--- src/rtl/sa_pkg.sv ---
// sa_pkg: constants and types shared by the systolic array and its activation feeder.
package sa_pkg;

    localparam int SA_ARRAY_N        = 4;
    localparam int SA_ACT_WIDTH      = 16;
    // Sideband bits carried with each lane beat: {last, valid}
    localparam int SA_LANE_TAG_WIDTH = 2;

    typedef enum logic [1:0] {
        FEED_IDLE  = 2'd0,
        FEED_ISSUE = 2'd1,
        FEED_DRAIN = 2'd2,
        FEED_DONE  = 2'd3
    } feed_state_t;

    // LSB of lane n inside a packed ARRAY_N*ACT_WIDTH activation word
    function automatic int lane_lsb(input int lane, input int act_width);
        return lane * act_width;
    endfunction

endpackage

--- src/rtl/skew_delay_line.sv ---
// skew_delay_line: enable-gated shift register of DEPTH stages; DEPTH=0 is a wire.
// Used once per activation lane to carry {last, valid, data} with the diagonal skew.
module skew_delay_line #(
    parameter int WIDTH = 18,
    parameter int DEPTH = 1
) (
    input  logic             clk,
    input  logic             reset,
    input  logic             en,
    input  logic [WIDTH-1:0] din,
    output logic [WIDTH-1:0] dout
);

    generate
        if (DEPTH == 0) begin : g_wire
            logic unused_ctl;
            assign unused_ctl = &{1'b0, clk, reset, en};
            assign dout       = din;
        end else begin : g_shift
            logic [WIDTH-1:0] stage [DEPTH];

            // Advance one stage per enabled cycle; a low enable freezes every stage.
            always_ff @(posedge clk) begin
                if (reset) begin
                    for (int i = 0; i < DEPTH; i++) begin
                        stage[i] <= '0;
                    end
                end else if (en) begin
                    stage[0] <= din;
                    for (int i = 1; i < DEPTH; i++) begin
                        stage[i] <= stage[i-1];
                    end
                end
            end

            assign dout = stage[DEPTH-1];
        end
    endgenerate

endmodule

--- src/rtl/ibuf_skew_feeder.sv ---
// ibuf_skew_feeder: walks the IBUF row by row, issues reads, skews lane n by n cycles
// and drives per-lane data/valid/last into the systolic array, with array_ready
// backpressure freezing the whole feeder.
// Build option: FEEDER_ZERO_FILL_EN -- invalid lanes drive zero data; when undefined
// invalid lanes hold their last value and consumers must qualify with out_valid.
//
// state       | meaning
// FEED_IDLE   | waiting for start
// FEED_ISSUE  | one IBUF read per ready cycle until every row has been issued
// FEED_DRAIN  | reads done, waiting for the final row to leave lane ARRAY_N-1
// FEED_DONE   | one-cycle done pulse, then back to idle
module ibuf_skew_feeder
    import sa_pkg::*;
#(
    parameter int ARRAY_N         = SA_ARRAY_N,
    parameter int ACT_WIDTH       = SA_ACT_WIDTH,
    parameter int IBUF_ADDR_WIDTH = 16,
    parameter int LEN_WIDTH       = 16
) (
    input  logic                           clk,
    input  logic                           reset,
    input  logic                           start,
    input  logic [IBUF_ADDR_WIDTH-1:0]     base_addr,
    input  logic [LEN_WIDTH-1:0]           num_rows,
    input  logic                           array_ready,
    output logic                           ibuf_read_req,
    output logic [IBUF_ADDR_WIDTH-1:0]     ibuf_read_addr,
    input  logic [ARRAY_N*ACT_WIDTH-1:0]   ibuf_read_data,
    output logic [ARRAY_N*ACT_WIDTH-1:0]   out_data,
    output logic [ARRAY_N-1:0]             out_valid,
    output logic [ARRAY_N-1:0]             out_last,
    output logic                           busy,
    output logic                           done
);

    localparam int ROW_W  = ARRAY_N * ACT_WIDTH;
    localparam int LANE_W = ACT_WIDTH + SA_LANE_TAG_WIDTH;

    feed_state_t                state_q, state_d;
    logic [IBUF_ADDR_WIDTH-1:0] base_q;
    logic [LEN_WIDTH-1:0]       rows_q;
    logic [LEN_WIDTH-1:0]       row_q;

    logic                       issue;
    logic                       issue_last;
    logic                       start_ok;
    logic                       final_beat;

    // Read in flight: its data shows up on ibuf_read_data this cycle
    logic                       rd_pend_q;
    logic                       rd_last_q;

    // One-entry parking spot for data that lands while the array is stalled
    logic                       hold_v_q;
    logic                       hold_last_q;
    logic [ROW_W-1:0]           hold_data_q;

    // Capture register: stage 0 of every lane
    logic                       cap_v_q;
    logic                       cap_last_q;
    logic [ROW_W-1:0]           cap_data_q;

    logic [ARRAY_N-1:0]         lane_v;
    logic [ARRAY_N-1:0]         lane_l;
    logic [ROW_W-1:0]           lane_d;

    assign start_ok       = start && (state_q == FEED_IDLE);
    assign issue          = (state_q == FEED_ISSUE) && array_ready;
    assign issue_last     = issue && (row_q == rows_q - LEN_WIDTH'(1));
    assign final_beat     = lane_v[ARRAY_N-1] && lane_l[ARRAY_N-1] && array_ready;

    assign ibuf_read_req  = issue;
    assign ibuf_read_addr = base_q + IBUF_ADDR_WIDTH'(row_q);

    // State register
    always_ff @(posedge clk) begin
        if (reset) begin
            state_q <= FEED_IDLE;
        end else begin
            state_q <= state_d;
        end
    end

    // Next-state and status outputs
    always_comb begin
        state_d = state_q;
        busy    = 1'b0;
        done    = 1'b0;
        case (state_q)
            FEED_IDLE: begin
                if (start) begin
                    state_d = (num_rows == '0) ? FEED_DONE : FEED_ISSUE;
                end
            end
            FEED_ISSUE: begin
                busy = 1'b1;
                if (issue_last) begin
                    state_d = FEED_DRAIN;
                end
            end
            FEED_DRAIN: begin
                busy = 1'b1;
                if (final_beat) begin
                    state_d = FEED_DONE;
                end
            end
            FEED_DONE: begin
                done    = 1'b1;
                state_d = FEED_IDLE;
            end
            default: begin
                state_d = FEED_IDLE;
            end
        endcase
    end

    // Pass parameters latched on an accepted start; row counter advances per issued read
    always_ff @(posedge clk) begin
        if (reset) begin
            base_q <= '0;
            rows_q <= '0;
            row_q  <= '0;
        end else if (start_ok) begin
            base_q <= base_addr;
            rows_q <= num_rows;
            row_q  <= '0;
        end else if (issue) begin
            row_q  <= row_q + LEN_WIDTH'(1);
        end
    end

    // Track the read issued last cycle so its data is picked up on arrival
    always_ff @(posedge clk) begin
        if (reset) begin
            rd_pend_q <= 1'b0;
            rd_last_q <= 1'b0;
        end else begin
            rd_pend_q <= issue;
            rd_last_q <= issue_last;
        end
    end

    // Capture/hold: stalled arrivals park in the hold register and are consumed first
    // on release. Capture data is kept on bubbles so invalid lanes keep their last value.
    always_ff @(posedge clk) begin
        if (reset) begin
            hold_v_q    <= 1'b0;
            hold_last_q <= 1'b0;
            hold_data_q <= '0;
            cap_v_q     <= 1'b0;
            cap_last_q  <= 1'b0;
            cap_data_q  <= '0;
        end else if (array_ready) begin
            if (hold_v_q) begin
                cap_v_q    <= 1'b1;
                cap_last_q <= hold_last_q;
                cap_data_q <= hold_data_q;
                hold_v_q   <= 1'b0;
            end else if (rd_pend_q) begin
                cap_v_q    <= 1'b1;
                cap_last_q <= rd_last_q;
                cap_data_q <= ibuf_read_data;
            end else begin
                cap_v_q    <= 1'b0;
                cap_last_q <= 1'b0;
            end
        end else if (rd_pend_q) begin
            hold_v_q    <= 1'b1;
            hold_last_q <= rd_last_q;
            hold_data_q <= ibuf_read_data;
        end
    end

    generate
        for (genvar n = 0; n < ARRAY_N; n++) begin : g_lane
            logic [LANE_W-1:0] dly_in;
            logic [LANE_W-1:0] dly_out;

            assign dly_in = {cap_last_q, cap_v_q,
                             cap_data_q[lane_lsb(n, ACT_WIDTH) +: ACT_WIDTH]};

            skew_delay_line #(
                .WIDTH (LANE_W),
                .DEPTH (n)
            ) u_skew (
                .clk   (clk),
                .reset (reset),
                .en    (array_ready),
                .din   (dly_in),
                .dout  (dly_out)
            );

            assign lane_l[n] = dly_out[LANE_W-1];
            assign lane_v[n] = dly_out[LANE_W-2];
            assign lane_d[lane_lsb(n, ACT_WIDTH) +: ACT_WIDTH] = dly_out[ACT_WIDTH-1:0];

`ifdef FEEDER_ZERO_FILL_EN
            assign out_data[lane_lsb(n, ACT_WIDTH) +: ACT_WIDTH] =
                lane_v[n] ? lane_d[lane_lsb(n, ACT_WIDTH) +: ACT_WIDTH] : '0;
`else
            assign out_data[lane_lsb(n, ACT_WIDTH) +: ACT_WIDTH] =
                lane_d[lane_lsb(n, ACT_WIDTH) +: ACT_WIDTH];
`endif
        end
    endgenerate

    assign out_valid = lane_v;
    assign out_last  = lane_l;

endmodule

--- config.mk ---
export PLATFORM = sky130hd
export DESIGN_NAME = ibuf_skew_feeder
export DESIGN_NICKNAME = d
export VERILOG_FILES = /design/src/rtl/sa_pkg.sv /design/src/rtl/skew_delay_line.sv /design/src/rtl/ibuf_skew_feeder.sv
export SDC_FILE = /design/constraint.sdc
export NUM_CORES = 1
export LEC_CHECK = 0
export BUFFER_PORTS_ARGS = -buffer_cell sky130_fd_sc_hd__buf_2
export CORE_ASPECT_RATIO = 0.5
export CORE_MARGIN = 1.5
export CORE_UTILIZATION = 40
export CTS_CLUSTER_DIAMETER = 40
export DETAILED_ROUTE_END_ITERATION = 6
export SETUP_SLACK_MARGIN = 0.5
export SLEW_MARGIN = 20
export SYNTH_ARGS = -nofsm -noshare
export SYNTH_HDL_FRONTEND = slang
export SYNTH_SLANG_ARGS = --single-unit
--- constraint.sdc ---
create_clock -name clk -period 4.8 [get_ports clk]
set_clock_uncertainty 0.15 [all_clocks]
set_input_delay 0.96 -clock clk [delete_from_list [all_inputs] [get_ports clk]]
set_output_delay 0.96 -clock clk [all_outputs]
set_load 0.02 [all_outputs]
==> metrics.cfg, run 1 <==
[sta]
finalCritPeriodShare = 0.8635
fin_setup_tns_ps = 0
min_period_ps = 4145
rsz0062_at_grt = yes
slew_headroom = 0.3418
tightest_slew_ps = 983.7
layout_setup_ws_ps = 655.1
finalSetupViolCount = 0
fmax_mhz = 241.3
finalHoldViolCount = 0
slew_viol_final = 0

[synthesis]
synthCells = 1318
yosysSeqAreaShare = 0.5290
ys_warn_count = 0
synth_edf_count = 102
synth-seq-cells = 286
yosysUniqueCellTypes = 63
avgSynthCellArea_sq_um = 9.675
synth_area_sq_um = 12750
ys_async_sr_fraction = 0
syn-num-nets = 1441
synth_ff_type = dfxtp_1

[clocking]
clock_sinks = 286
post_cts_buffers = 0
cts_made_buffers = 30
clk_latency_ps = 560
cts_max_path_buffers = 3
clockRootBuffer = clkbuf_16
cts_tree = built
h-tree-depth = 1
path_clk_slew_ps = 60

[cells_and_area]
drive_gt1_frac = 0.1970
finalCoreUtilization = 0.4723
area_delta_synth_final_pct = 14.27
fin_nets = 1521

[route]
firstDrtPassIters = 5
ant_nets = 0
drt_iter0_markers = 518
vias = 9278
routed_wl_mm = 28.78
drc = 0
vias_per_cell = 5.021
wl_per_cell_um = 15.57

[pwr]
switchingPower_uw = 1750
p_sw_frac = 0.2880
p_clk_frac = 0.376
p_int_uw = 4327
cellPowerDensity_nw_per_um2 = 417.1
pwr-share-seq = 0.458
p_total_uw = 6078
p_comb_frac = 0.166
power.leakage_uw = 0.005926
ir_drop_v = 0.0002900

[critical_path]
cp-endpoint = ibuf_read_addr[15]
timing.critical_path.to_type = output pin
worst-path-max-fanout = 9
r2r-end = state_q[1]$_SDFFE_PP0P_
startpoint_type = flop
crit_path_start = row_q[6]$_SDFFE_PP0P_
r2r_slack_ps = 1590
arrival_ps = 3030
r2r_start = rows_q[0]$_SDFFE_PP0P_
required_ps = 3690
r2r_cells = 9
critPathKind = flop to output pin

[place]
pre_cts_ws_ps = 894.1
post-dp-hpwl_mm = 18.99
io_buffer_count = 190
place_congestion = 0.8272

[global_route]
grt_pass1_wl_mm = 46.41
grt_usage = 0.1703
grt_overflow = 0
antenna_found_initial = 5
grt_pass1_vias = 8966
grt_start_max_net_pins = 88

[floorplan]
core_sq_um = 30850
fp-row-count = 45
initial_utilization = 0.4133
die_area_sq_um = 33030
die_x_um = 255.5
die_h_um = 129.3
top_level_ports = 191

[run_status]
status = finished, final reports clean

[job]
maxCapViolations = 0

[min_path]
hp-class = flop to flop

[stage by stage]
stage          cell area (sq um)  hold WS (ps)  cells
2_1_floorplan              12750         281.9   1318
3_3_place_gp               13550         290.4   1789
3_5_place_dp               13550         296.1   1789
4_1_cts                    14520         304.8   1844
5_1_grt                    14570         320.0   1846
6_report                   14570         303.1   1848
[area by class of cell]
class,count,area [sq um]
inverters,18,67.56
fillers,2912,16280
well taps,423,529.3
clock inverters,20,187.7
repair buffers,202,1051
multi-input cells,860,5189
diodes,4,10.01
flip-flops and latches,286,6758
clock buffers,35,779.5
[timing repair]
action,in CTS,in global routing
endpoints found under the setup margin,3,3
pin swaps,0,3
gates resized for setup,5,10
hold buffers,0,0
[cell families (layout without fill, tap and decap cells)]
| family | after synthesis | in the layout | synth area share |
|---|---|---|---|
| fa+ha+maj | 23 | 23 | 0.02316 |
| simple gates | 499 | 499 | 0.1838 |
| other cells | 0 | 4 | 0 |
| compound gates | 230 | 230 | 0.1146 |
| buf+inv | 172 | 275 | 0.06839 |
| xor+xnor | 42 | 42 | 0.02885 |
| mux | 66 | 66 | 0.05220 |
| flops | 286 | 286 | 0.5290 |
[worst min path at each step]
stage / to / startpoint / cells past startpoint
after floorplan: hold_last_q$_SDFFE_PP0P_ / rd_last_q$_SDFF_PP0_ / 2
after global placement: hold_data_q[34]$_SDFFE_PP0P_ / hold_data_q[34]$_SDFFE_PP0P_ / 2
after detailed placement: hold_data_q[21]$_SDFFE_PP0P_ / hold_data_q[21]$_SDFFE_PP0P_ / 2
after CTS: hold_data_q[21]$_SDFFE_PP0P_ / hold_data_q[21]$_SDFFE_PP0P_ / 2
after global routing: hold_data_q[9]$_SDFFE_PP0P_ / hold_data_q[9]$_SDFFE_PP0P_ / 2
final: hold_data_q[40]$_SDFFE_PP0P_ / hold_data_q[40]$_SDFFE_PP0P_ / 2
[cell usage in the layout (no fill, tap or decap), drive strengths merged, types with 11 or more instances in the layout]
cell type	instances
nand2	217
buf	202
dfxtp	184
a21oi	112
and3	106
edfxtp	102
nor2	101
mux2i	65
a211oi	65
clkbuf	35
inv	24
ha	22
xor2	21
xnor2	21
nor3	14
o21ai	12
clkinv	11
[power by group through the flow]
stage	Combinational, uW	Clock, uW	Sequential (uW)
2_1_floorplan	791	0	2800
4_1_cts	1010	2350	2790
3_3_place_gp	983	0	2830
5_1_grt	1120	2450	2810
6_report	1010	2290	2790
3_5_place_dp	1010	0	2840
[cells in the mapped netlist, drive strengths merged (4+ instances only)]
master  count  area (sq um)
nand2     217         814.5
dfxtp     184          3684
a21oi     112         560.5
and3      106         663.1
edfxtp    102          3063
nor2      101         386.6
clkbuf     86         322.8
buf        68         481.7
a211oi     65         488.0
mux2i      65         650.6
ha         22         275.3
xnor2      21         183.9
xor2       21         183.9
inv        18         67.56
nor3       14         75.07
o21ai      12         60.06
nand3      10         50.05
nor4       10         68.81
nand4       9         56.30
o211ai      8         65.06
nor2b       6         37.54
or3         5         31.28
a21boi      4         30.03
[sequential cells by signal, summed over array words and instances, names as in the netlist]
register,count
g_lane.u_skew.g_shift.stage,102
cap_data_q,64
hold_data_q,64
base_q,16
row_q,16
rows_q,16
state_q,2
cap_last_q,1
cap_v_q,1
hold_last_q,1
hold_v_q,1
rd_last_q,1
rd_pend_q,1
[per-layer routing]
metal  GRT usage  share of wire
met1      0.2197           0.46
met2      0.2968           0.48
met3     0.03228          0.039
met4     0.04455          0.021
met5           0        0.00045
[worst max-delay path, cell delays in order, from the launching register on]
cell       delay [ps]
dfxtp_4           370
ha_1              340
a2111o_1          420
o21bai_1          220
a311oi_2          360
o21ai_2           140
a2111oi_2         380
nor3b_1            80
buf_2             170
Note: power is estimated with default switching activity, not from simulation.
==> inputs of run 2 (changes only) <==
Settings changed: CORE_ASPECT_RATIO 0.5 to 1.5.
==> metrics.cfg, run 2 (synthesized netlist as in run 1, its figures left out) <==
[floorplan]
die_area_sq_um = 32980  ; was 33,030 sq um
initial_utilization = 0.4083  ; was 0.4133
die_x_um = 148.8  ; was 255.5 um
core_sq_um = 31240  ; was 30,850 sq um
top_level_ports = 191  ; unchanged
die_h_um = 221.7  ; was 129.3 um
fp-row-count = 79  ; was 45

[route]
routed_wl_mm = 29.36  ; was 28.78 mm
drt_iter0_markers = 465  ; was 518
vias_per_cell = 5.133  ; was 5.021
firstDrtPassIters = 5  ; unchanged
vias = 9444  ; was 9,278
drc = 0  ; unchanged
wl_per_cell_um = 15.96  ; was 15.57 um
ant_nets = 0  ; unchanged

[global_route]
grt_pass1_vias = 9028  ; was 8,966
top_usage_layer = met2  ; unchanged
antenna_found_initial = 9  ; was 5
grt_use_met3 = 0.04012  ; was 0.03228
grt_start_max_net_pins = 104  ; was 88
use_met1 = 0.2043  ; was 0.2197
grt_usage = 0.1785  ; was 0.1703
grt_overflow = 0  ; unchanged
grt_pass1_wl_mm = 47.29  ; was 46.41 mm
grtUsageMet2 = 0.3152  ; was 0.2968

[cells_and_area]
reg_top3 = g_lane.u_skew.g_shift.stage x102, cap_data_q x64, hold_data_q x64  ; unchanged
drive_gt1_frac = 0.2032  ; was 0.1970
fin_nets = 1529  ; was 1,521
top_register = g_lane.u_skew.g_shift.stage  ; unchanged
layout_commonest_cell = nand2_1  ; unchanged
largest_register_ffs = 102  ; unchanged
area_delta_synth_final_pct = 16.18  ; was 14.27%
final_cell_mix = nand2_1, buf_2, dfxtp_1  ; unchanged

[critical_path]
timing.critical_path.to_type = output pin  ; unchanged
r2r_start = rows_q[0]$_SDFFE_PP0P_  ; unchanged
worst-path-max-fanout = 9  ; unchanged
startpoint_type = flop  ; unchanged
required_ps = 3690  ; about the same
critPathKind = flop to output pin  ; unchanged
crit_path_start = row_q[6]$_SDFFE_PP0P_  ; unchanged
arrival_ps = 2960  ; was 3030 ps

[clocking]
cts_made_buffers = 36  ; was 30
path_clk_slew_ps = 60  ; about the same
cts_max_path_buffers = 3  ; unchanged
cts_tree = built  ; unchanged
clockRootBuffer = clkbuf_16  ; unchanged
post_cts_buffers = 0  ; unchanged
clk_latency_ps = 510  ; was 560 ps
clock_sinks = 286  ; unchanged
h-tree-depth = 2  ; was 1
cts_hold_buf = 0  ; unchanged

[sta]
rsz0062_at_grt = no  ; was yes
fin_setup_tns_ps = 0  ; unchanged
slew_viol_final = 0  ; unchanged
finalSetupViolCount = 0  ; unchanged
min_period_ps = 4067  ; was 4145 ps
finalHoldViolCount = 0  ; unchanged
slew_headroom = 0.3484  ; was 0.3418
finalCritPeriodShare = 0.8473  ; was 0.8635
tightest_slew_ps = 968.4  ; was 983.7 ps
fmax_mhz = 245.9  ; was 241.3 MHz

[pwr]
ir_drop_v = 0.0002791  ; was 0.0002900 V
cellPowerDensity_nw_per_um2 = 438.0  ; was 417.1 nW/um^2
p_total_uw = 6490  ; was 6078 uW
power.leakage_uw = 0.006038  ; was 0.005926 uW

[place]
place_congestion = 0.8480  ; was 0.8272
io_buffer_count = 190  ; unchanged
post-dp-hpwl_mm = 19.65  ; was 18.99 mm

[min_path]
hp-class = flop to flop  ; unchanged
min_from = hold_data_q[17]$_SDFFE_PP0P_  ; was hold_data_q[40]$_SDFFE_PP0P_

[job]
maxCapViolations = 0  ; unchanged

[run_status]
status = finished, final reports clean  ; unchanged

==> run 2: changes by cell type in the layout (fill, tap and decap cells not counted), sizes merged <==
| cell | delta |
|---|---|
| clkbuf | +8 |
| clkinvlp | +4 |
| buf | +2 |
| inv | -2 |
| clkinv | -1 |
| diode | -1 |
==> run 2: final cells by class <==
type                            instances  area [sq um]
Sequential cell                       286          6754
Fill cell                            3063         16420
Tap cell                              405         506.7
Antenna cell                            3         7.507
Inverter                               18         67.56
Timing Repair Buffer                  204          1084
Multi-Input combinational cell        860          5185
Clock inverter                         21         221.5
Clock buffer                           43         989.7
==> run 2: path summary, 6_finish.rpt <==
kind	endpoint	slack, ps	depth (start not counted)
setup / recovery	ibuf_read_addr[15]	730	8
hold / removal	hold_data_q[17]$_SDFFE_PP0P_	300	2
setup reg to reg	state_q[1]$_SDFFE_PP0P_	1530	10
hold reg to reg	hold_data_q[17]$_SDFFE_PP0P_	300	2
==> run 2: routing by layer <==
| metal | vias to the layer above | share of wire |
|---|---|---|
| li1 | 4747 | - |
| met1 | 4393 | 0.40 |
| met2 | 222 | 0.51 |
| met3 | 70 | 0.056 |
| met4 | 12 | 0.032 |
| met5 | - | 0.0027 |
==> run 2: per-stage QoR <==
step	utilization	hold WS (ps)	instances	area (sq um)	setup slack, ps
after global placement	0.4343	290.8	1773	13570	916.8
after detailed placement	0.4343	296.1	1773	13570	872.2
after global routing	0.4743	317.9	1840	14820	523.7
after CTS	0.4735	304.1	1837	14790	524.2
final	0.4743	302.8	1840	14820	733.0
after floorplan	-	281.9	1318	12750	1287
==> run 2: report_power, final <==
part,leakage [uW],internal (uW),switching [uW],total [uW]
Clock,0.000578,1610,1070,2680
Sequential,0.00263,2680,110,2790
Combinational,0.00283,367,647,1010
Total,0.00604,4660,1830,6490
==> run 2: worst max-delay path, cell delays in order (launching register included) <==
cell and delay [ps]:
dfxtp_2 360, ha_1 340, a2111o_1 410, o21bai_1 200, a311oi_2 330, o21ai_1 190, a2111oi_2 380, nor3b_1 80
buf_2 170
==> run 2: what timing repair did <==
| action | CTS | global route |
|---|---|---|
| setup endpoints to repair | 3 | 3 |
| pin swaps | 0 | 1 |
| resized for setup | 4 | 8 |
==> inputs of run 3 (changes only) <==
Settings changed: ABC_AREA from default to 1.
Clock period 4.8 ns to 3.7 ns, I/O delays scaled along.
==> metrics.cfg, run 3 <==
[cells_and_area]
layout_commonest_cell = nor2_1  ; was nand2_1
reg_top3 = g_lane.u_skew.g_shift.stage x102, cap_data_q x64, hold_data_q x64  ; unchanged
largest_register_ffs = 102  ; unchanged
finalCoreUtilization = 0.4849  ; was 0.4743
drive_gt1_frac = 0.1926  ; was 0.2032
fin_nets = 1768  ; was 1,529
final_cell_mix = nor2_1, nand2_1, buf_2  ; was nand2_1, buf_2, dfxtp_1
area_delta_synth_final_pct = 18.97  ; was 16.18%
top_register = g_lane.u_skew.g_shift.stage  ; unchanged

[floorplan]
top_level_ports = 191  ; unchanged
initial_utilization = 0.4076  ; was 0.4083
die_h_um = 220.8  ; was 221.7 um
die_x_um = 148.2  ; was 148.8 um
die_area_sq_um = 32730  ; was 32,980 sq um
fp-row-count = 79  ; unchanged
core_sq_um = 31040  ; was 31,240 sq um

[clocking]
cts_max_path_buffers = 3  ; unchanged
clockRootBuffer = clkbuf_16  ; unchanged
path_clk_slew_ps = 60  ; about the same
clk_latency_ps = 530  ; was 510 ps
clock_sinks = 286  ; unchanged
cts_hold_buf = 0  ; unchanged
cts_tree = built  ; unchanged
cts_made_buffers = 37  ; was 36
h-tree-depth = 2  ; unchanged

[route]
vias_per_cell = 4.810  ; was 5.133
drt_iter0_markers = 481  ; was 465
wl_per_cell_um = 14.15  ; was 15.96 um
firstDrtPassIters = 4  ; was 5
drc = 0  ; unchanged
vias = 10000  ; was 9,444
ant_nets = 0  ; unchanged
routed_wl_mm = 29.43  ; was 29.36 mm

[critical_path]
worst-path-max-fanout = 2  ; was 9
arrival_ps = 2620  ; was 2960 ps
cp_cell_sequence = ha_4 > inv_2 > fa_2 > nand3b_1 > nand2_2 > inv_2 > o21a_1 > o21ai_2 > a21boi_2 > o21ai_2 > xor2_2 > buf_4  ; was ha_1 > a2111o_1 > o21bai_1 > a311oi_2 > o21ai_1 > a2111oi_2 > nor3b_1 > buf_2
crit_path_max_incr_delay_ps = 360  ; was 410 ps
startpoint_type = flop  ; unchanged
worst_path_max_delay_cell = dfxtp_4  ; was a2111o_1
timing.critical_path.to_type = output pin  ; unchanged
required_ps = 2810  ; was 3690 ps
critPathKind = flop to output pin  ; unchanged

[global_route]
grt_pass1_wl_mm = 48.30  ; was 47.29 mm
grt_start_max_net_pins = 144  ; was 104
antenna_found_initial = 5  ; was 9
grt_pass1_vias = 9790  ; was 9,028
grt_usage = 0.1805  ; was 0.1785
grt_overflow = 0  ; unchanged

[sta]
min_period_ps = 3510
slew_headroom = 0.4744  ; was 0.3484
finalHoldViolCount = 0  ; unchanged
tightest_slew_ps = 786.6  ; was 968.4 ps
fin_setup_tns_ps = 0  ; unchanged
finalSetupViolCount = 0  ; unchanged
finalCritPeriodShare = 0.9487
rsz0062_at_grt = yes  ; was no
slew_viol_final = 0  ; unchanged
fmax_mhz = 284.9

[place]
io_buffer_count = 190  ; unchanged
post-dp-hpwl_mm = 18.75  ; was 19.65 mm
place_congestion = 0.8677  ; was 0.8480

[synthesis]
synth-seq-cells = 286  ; unchanged
synthCells = 1526  ; was 1,318
synth_edf_count = 102  ; unchanged
yosysSeqAreaShare = 0.5333  ; was 0.5290
synth.most_common_cell = nor2_1  ; was nand2_1
synth_common_cells = nor2_1, nand2_1, dfxtp_1  ; was nand2_1, dfxtp_1, a21oi_1
synth_area_sq_um = 12650  ; was 12,750 sq um
synth_top_area_frac = 0.2912  ; was 0.2889
ys_async_sr_fraction = 0  ; unchanged
avgSynthCellArea_sq_um = 8.290  ; was 9.675 sq um
yosysUniqueCellTypes = 39  ; was 63
synth_top_cells_by_area = dfxtp_1, edfxtp_1, nor2_1  ; was dfxtp_1, edfxtp_1, nand2_1
yosysTopAreaCell = dfxtp_1  ; unchanged
synth_ff_type = dfxtp_1  ; unchanged
syn-num-nets = 1649  ; was 1,441
ys_warn_count = 0  ; unchanged

[min_path]
hp-class = input port to flop  ; was flop to flop

[pwr]
cellPowerDensity_nw_per_um2 = 598.3  ; was 438.0 nW/um^2
ir_drop_v = 0.0003785  ; was 0.0002791 V
power.leakage_uw = 0.006581  ; was 0.006038 uW

[run_status]
status = finished, final reports clean  ; unchanged

[job]
maxCapViolations = 0  ; unchanged

==> run 3: changes by cell type after synthesis, moves of 6 or more <==
cell	before	now
mux2i_1	65	0
nand3_1	10	23
o21ai_0	12	176
clkbuf_1	86	72
a211oi_1	65	0
a31oi_1	3	65
o211ai_1	7	1
nor2_1	100	322
nor2b_1	6	0
xnor2_1	21	10
nor3_1	13	7
a21oi_1	112	39
inv_1	17	159
and3_1	106	0
==> run 3: cells by family after synthesis <==
logic type	synth area share
flops	0.5333
fa+ha+maj	0.02334
buf+inv	0.1042
compound gates	0.1239
xor+xnor	0.02077
simple gates	0.1944
==> run 3: through the flow <==
stage | area, sq um | power [uW] | std cells | hold slack [ps] | setup slack [ps]
after floorplan | 12660 | 4989 | 1526 | 281.3 | 553.8
after global placement | 13620 | 5408 | 2002 | 301.8 | 360.8
after detailed placement | 13620 | 5437 | 2002 | 318.0 | 312.7
after CTS | 14970 | 9117 | 2072 | 267.2 | 173.6
after global routing | 15050 | 9499 | 2079 | 277.9 | 54.80
final | 15050 | 9004 | 2079 | 296.1 | 189.9
==> run 3: power breakdown <==
part | internal [uW] | leakage (uW) | switching [uW]
Combinational | 580 | 0.00334 | 1100
Clock | 2200 | 0.000608 | 1410
Sequential | 3550 | 0.00263 | 169
==> run 3: final timing paths <==
path,depth (start not counted),startpoint,endpoint,slack [ps]
worst max-delay path,12,row_q[0]$_SDFFE_PP0P_,ibuf_read_addr[12],190
worst min-delay path,3,ibuf_read_data[56],hold_data_q[56]$_SDFFE_PP0P_,300
worst max register to register,5,hold_v_q$_SDFFE_PP0P_,cap_data_q[39]$_SDFFE_PP0P_,1360
worst min register to register,2,hold_last_q$_SDFFE_PP0P_,hold_last_q$_SDFFE_PP0P_,320
==> run 3: final cells by class <==
class / instances / area [sq um]
diodes: 2 / 5.005
well taps: 405 / 506.7
clock buffers: 48 / 1062
inverters: 161 / 613.1
fillers: 3055 / 15990
repair buffers: 213 / 1217
multi-input cells: 946 / 4696
flip-flops and latches: 286 / 6756
clock inverters: 18 / 193.9
==> run 3: repair_timing <==
item,CTS,global route
cloned,0,0
endpoints found under the setup margin,9,10
buffers inserted,4,5
pin swaps,7,8
gates resized for setup,23,11
==> run 3: metal layers <==
metal  track usage  vias to the layer above  share of wire
met3       0.03670                       65          0.050
met4       0.07442                        6          0.032
met1        0.2132                     4585           0.42
met5             0                        -         0.0012
met2        0.3164                      207           0.50
li1              -                     5138              -
==> run 3: critical path, delay by kind of cell, from the launching register on <==
kind                       cells  cell delay (ps)
AOI/OAI and AO/OA              4              630
DFF                            1              360
xor gates and xnor gates       1              130
buffers and inverters          3              220
and+or+nand+nor                2              260
adders and majority gates      2              500
